$ cat src/rtl/seq_pkg.sv
// Shared types and constants for the serial pattern generator.
package seq_pkg;

  typedef enum logic [1:0] {
    IDLE = 2'd0,
    SEND = 2'd1,
    GAP  = 2'd2,
    DONE = 2'd3
  } state_t;

  localparam logic [5:0] PATTERN_DEF = 6'b101011;
  localparam int         REP_W       = 4;
  localparam int         GAP_W       = 3;

endpackage

$ cat src/rtl/seq_piso.sv
// Parallel-load, shift-left register; serial output is the MSB.
module seq_piso #(
  parameter int WIDTH = 6
) (
  input  logic             clk,
  input  logic             r,
  input  logic             load,
  input  logic             shift,
  input  logic [WIDTH-1:0] din,
  output logic             ser
);

  logic [WIDTH-1:0] q;

  // Load has priority over shift so a frame reload can coincide with the last shift.
  always_ff @(posedge clk or posedge r) begin
    if (r) begin
      q <= '0;
    end else if (load) begin
      q <= din;
    end else if (shift) begin
      q <= {q[WIDTH-2:0], 1'b0};
    end
  end

  assign ser = q[WIDTH-1];

endmodule

$ cat src/rtl/seq_gen.sv
// Serial pattern generator: sends PATTERN MSB first, rep times, with gap
// idle-zero bits between frames, and reports busy/done/frame_cnt.
module seq_gen
  import seq_pkg::*;
#(
  parameter int               WIDTH   = 6,
  parameter logic [WIDTH-1:0] PATTERN = WIDTH'(PATTERN_DEF)
) (
  input  logic             clk,
  input  logic             r,
  input  logic             start,
  input  logic [REP_W-1:0] rep,
  input  logic [GAP_W-1:0] gap,
  output logic             d,
  output logic             busy,
  output logic             done,
  output logic [REP_W-1:0] frame_cnt
);

  localparam int CW = $clog2(WIDTH);

  state_t           state;
  logic [CW-1:0]    bit_cnt;
  logic [GAP_W-1:0] gap_cnt;
  logic [REP_W-1:0] rep_l;
  logic [GAP_W-1:0] gap_l;
  logic [REP_W-1:0] fc_next;
  logic             last_bit;
  logic             final_frame;
  logic             load;
  logic             shift;
  logic             ser;

  assign fc_next     = frame_cnt + REP_W'(1);
  assign last_bit    = (bit_cnt == '0);
  assign final_frame = (fc_next >= rep_l);

  // Shift-register control: load on accept and on every frame restart, shift while sending.
  always_comb begin
    load  = 1'b0;
    shift = 1'b0;
    case (state)
      IDLE: load = start;
      SEND: begin
        shift = 1'b1;
        if (last_bit && !final_frame && (gap_l == '0)) begin
          load = 1'b1;
        end
      end
      GAP:     load = (gap_cnt <= GAP_W'(1));
      default: ;
    endcase
  end

  seq_piso #(
    .WIDTH (WIDTH)
  ) u_piso (
    .clk   (clk),
    .r     (r),
    .load  (load),
    .shift (shift),
    .din   (PATTERN),
    .ser   (ser)
  );

  // Burst FSM with counters and registered serial/handshake outputs.
  always_ff @(posedge clk or posedge r) begin
    if (r) begin
      state     <= IDLE;
      d         <= 1'b0;
      busy      <= 1'b0;
      done      <= 1'b0;
      frame_cnt <= '0;
      bit_cnt   <= '0;
      gap_cnt   <= '0;
      rep_l     <= '0;
      gap_l     <= '0;
    end else begin
      done <= 1'b0;
      case (state)
        IDLE: begin
          d    <= 1'b0;
          busy <= 1'b0;
          if (start) begin
            rep_l     <= (rep == '0) ? REP_W'(1) : rep;
            gap_l     <= gap;
            frame_cnt <= '0;
            bit_cnt   <= CW'(WIDTH - 1);
            state     <= SEND;
          end
        end
        SEND: begin
          d    <= ser;
          busy <= 1'b1;
          if (last_bit) begin
            frame_cnt <= fc_next;
            bit_cnt   <= CW'(WIDTH - 1);
            if (final_frame) begin
              state <= DONE;
            end else if (gap_l != '0) begin
              gap_cnt <= gap_l;
              state   <= GAP;
            end
          end else begin
            bit_cnt <= bit_cnt - CW'(1);
          end
        end
        GAP: begin
          d    <= 1'b0;
          busy <= 1'b1;
          if (gap_cnt <= GAP_W'(1)) begin
            state <= SEND;
          end else begin
            gap_cnt <= gap_cnt - GAP_W'(1);
          end
        end
        DONE: begin
          d     <= 1'b0;
          busy  <= 1'b0;
          done  <= 1'b1;
          state <= IDLE;
        end
        default: state <= IDLE;
      endcase
    end
  end

endmodule

$ cat config.mk
export PLATFORM = sky130hd
export DESIGN_NAME = seq_gen
export DESIGN_NICKNAME = d
export VERILOG_FILES = /design/src/rtl/seq_pkg.sv /design/src/rtl/seq_piso.sv /design/src/rtl/seq_gen.sv
export SDC_FILE = /design/constraint.sdc
export NUM_CORES = 1
export LEC_CHECK = 0
export CORE_ASPECT_RATIO = 0.7
export CORE_MARGIN = 2
export CORE_UTILIZATION = 50
export DETAILED_ROUTE_END_ITERATION = 10
export MAX_ROUTING_LAYER = met4
export PLACE_DENSITY_LB_ADDON = 0.2
export SLEW_MARGIN = 10
export SYNTH_ARGS = -nofsm -noshare
export SYNTH_HDL_FRONTEND = slang
export SYNTH_SLANG_ARGS = --single-unit
$ cat constraint.sdc
create_clock -name clk -period 6.1 [get_ports clk]
set_clock_uncertainty 0.2 [all_clocks]
set_input_delay 1.525 -clock clk [delete_from_list [all_inputs] [get_ports clk]]
set_output_delay 1.525 -clock clk [all_outputs]
set_load 0.02 [all_outputs]
==> impl_metrics.json <==
{
  "status": "completed",
  "wire_per_inst_um": 14.9,
  "yosysMostFrequentCell": "dfrtp_1",
  "synth_area_um2": 1550,
  "clk_pin_slew_worst_paths_ns": 0.10,
  "gp_congestion": 0.815,
  "placed_cell_area_um2": 1730,
  "antenna_found_initial": 0,
  "grt_pass1_vias": 1104,
  "cp.required_ns": 4.38,
  "fp.coreArea_um2": 2880,
  "drive_above_1_share_pct": 11.9,
  "routed_wl_mm": 2.90,
  "cts.path.max_buffers": 2,
  "vias": 1081,
  "crit_fanout": 6,
  "crit_type": "flip-flop to output pin",
  "synth_nets": 166,
  "ant_nets": 0,
  "tns_ns": 0,
  "instances_no_fill": 195,
  "cts.sinks": 28,
  "finalHoldViolCount": 0,
  "fmax_mhz": 320,
  "areaGrowthSynthToFinish_pct": 14.7,
  "grt_pass1_wl_mm": 5.26,
  "die_h_um": 50.6,
  "grt_max_degree": 29,
  "syn_area_per_cell_um2": 10.9,
  "cts_made_buffers": 3,
  "die_w_um": 70.6,
  "fin_util_pct": 61.8,
  "fin_area_um2": 1780,
  "worst-path-buf-inv": 1,
  "grt_use_total_pct": 19.2,
  "rsz0062_at_grt": "false",
  "setup_viol": 0,
  "holdBufCountCts": 0,
  "async_flop_share_pct": 100,
  "p_int_mw": 0.580,
  "synth-seq-area-share_pct": 45.1,
  "synthCells": 143,
  "synth_edf_count": 0,
  "power.density_nw_per_um2": 544,
  "slew_viol_final": 0,
  "p_seq_share_pct": 35.3,
  "ys_top_cells_by_count": "dfrtp_1 (28), ha_1 (13), nand2_1 (13)",
  "maxCapViolations": 0,
  "synth_top_cell_area_share_pct": 45.1,
  "ys.flop_type": "dfrtp_1",
  "cp-end-kind": "output pin",
  "fin_nets": 183,
  "first_pass_iters": 4,
  "ys_warn_count": 0,
  "tightest_slew_ns": 0.997,
  "holdCritPathClass": "flip-flop to flip-flop",
  "insertion_delay_ns": 0.28,
  "ys_seq_elements": 28,
  "drt_iter0_markers": 97,
  "power.switching_mw": 0.390,
  "crit_slowest_cell": "clkdlybuf4s50_1",
  "die-area_um2": 3580,
  "drc": 0,
  "viasPerCell": 5.54,
  "ctsRootBufferMaster": "clkbuf_8",
  "yosys-top-cells-area": "dfrtp_1 (45%), ha_1 (10%), mux2i_1 (4.5%), mux2_2 (4.3%), o21ai_0 (3.2%)",
  "startpoint_type": "flip-flop",
  "cts_max_level": 1,
  "dp_hpwl_mm": 2.09,
  "grt_overflow_total": 0,
  "reg2reg_slack_ns": 3.58,
  "comb_power_share_pct": 52.6,
  "antenna_cells": 0,
  "power_leakage_nw": 0.814,
  "min_period_ns": 3.12,
  "cts_tree": "done",
  "io_pins": 17,
  "crit_arrival_ns": 1.40,
  "pwr-share-clk_pct": 12.1,
  "p_sw_share_pct": 40.2,
  "cpPeakStageDelay_ns": 0.64,
  "post_cts_buffers": 0,
  "initial_core_util_pct": 53.9,
  "peakVddDrop_v": 0.000300,
  "period_share_pct": 51.2,
  "port_buffers": 16,
  "crit_chain": "clkdlybuf4s50_1",
  "maxSlewHeadroom_pct": 33.1,
  "row_count": 16,
  "synth_area_leader_cell": "dfrtp_1",
  "synth_cell_types": 39,
  "cts_resized": 0,
  "place_inst": 191,
  "crit_family": "buffers and inverters"
}
[through the flow]
step	power [mW]	setup slack [ns]	hold WS [ns]
after floorplan	0.734	3.43	0.241
after global placement	0.827	2.79	0.255
after detailed placement	0.853	2.75	0.260
after CTS	0.973	2.96	0.280
after global routing	1.05	2.93	0.311
final	0.969	2.98	0.281
[worst reg2reg max path: stages (launching register included)]
cell and delay, ns:
dfrtp_1 0.47, ha_1 0.35, ha_1 0.31, a2111oi_4 0.36
o21ai_0 0.26, a21oi_2 0.25, mux2i_1 0.24
[layout make-up]
type	instances	area [um^2]
tap	36	45.0
inverter	11	41.3
clock buffer	4	55.1
fill	235	1100
timing repair buffer	16	160
sequential	28	701
multi-input combinational	100	781
[placed cells by master, fill, tap and decap left out, types with 3 or more instances in the layout]
master	instances
nand2_1	13
clkbuf_8	4
ha_1	13
mux2_2	6
a211o_1	3
inv_1	10
dfrtp_1	28
clkdlybuf4s50_1	16
nor2_1	9
a21oi_1	5
o21ai_0	10
and2_1	4
mux2i_1	7
[state kept, by name, summed over array words and instances (netlist names)]
register and count:
u_piso.q 6, frame_cnt 4, rep_l 4, bit_cnt 3, gap_cnt 3, gap_l 3, state 2, busy 1
d 1, done 1
[layer usage]
| metal | GRT usage [%] | part of all wire (%) | vias to the layer above |
|---|---|---|---|
| li1 | - | - | 526 |
| met1 | 25.5 | 49 | 523 |
| met2 | 30.8 | 46 | 30 |
| met3 | 4.82 | 5.1 | 2 |
| met4 | 2.83 | 0.45 | 0 |
| met5 | - | 0 | - |
[power by group through the flow]
| stage | Clock, mW | Combinational (mW) | Sequential, mW |
|---|---|---|---|
| floorplan | 0 | 0.383 | 0.350 |
| global placement | 0 | 0.486 | 0.341 |
| detailed placement | 0 | 0.509 | 0.344 |
| CTS | 0.120 | 0.512 | 0.341 |
| global route | 0.129 | 0.569 | 0.355 |
| finish | 0.117 | 0.510 | 0.342 |
[cells by family after synthesis]
logic type	after synthesis	synth area share [%]
simple gates	37	11.9
compound gates	34	16.9
flops	28	45.1
buf+inv	15	4.67
mux	14	9.82
fa+ha+maj	13	10.5
xor+xnor	2	1.13
[worst paths after layout]
kind | startpoint | to | cells after the start
max | frame_cnt[0]$_DFFE_PP0P_ | frame_cnt[0] | 1
min | u_piso.q[0]$_DFFE_PP0P_ | u_piso.q[0]$_DFFE_PP0P_ | 1
max reg2reg | frame_cnt[0]$_DFFE_PP0P_ | gap_cnt[0]$_DFFE_PP0P_ | 6
min reg2reg | u_piso.q[0]$_DFFE_PP0P_ | u_piso.q[0]$_DFFE_PP0P_ | 1
max in group asynchronous | r | u_piso.q[2]$_DFFE_PP0P_ | 2
min in group asynchronous | r | rep_l[1]$_DFFE_PP0P_ | 2
Power figures use the tool's default switching activity.
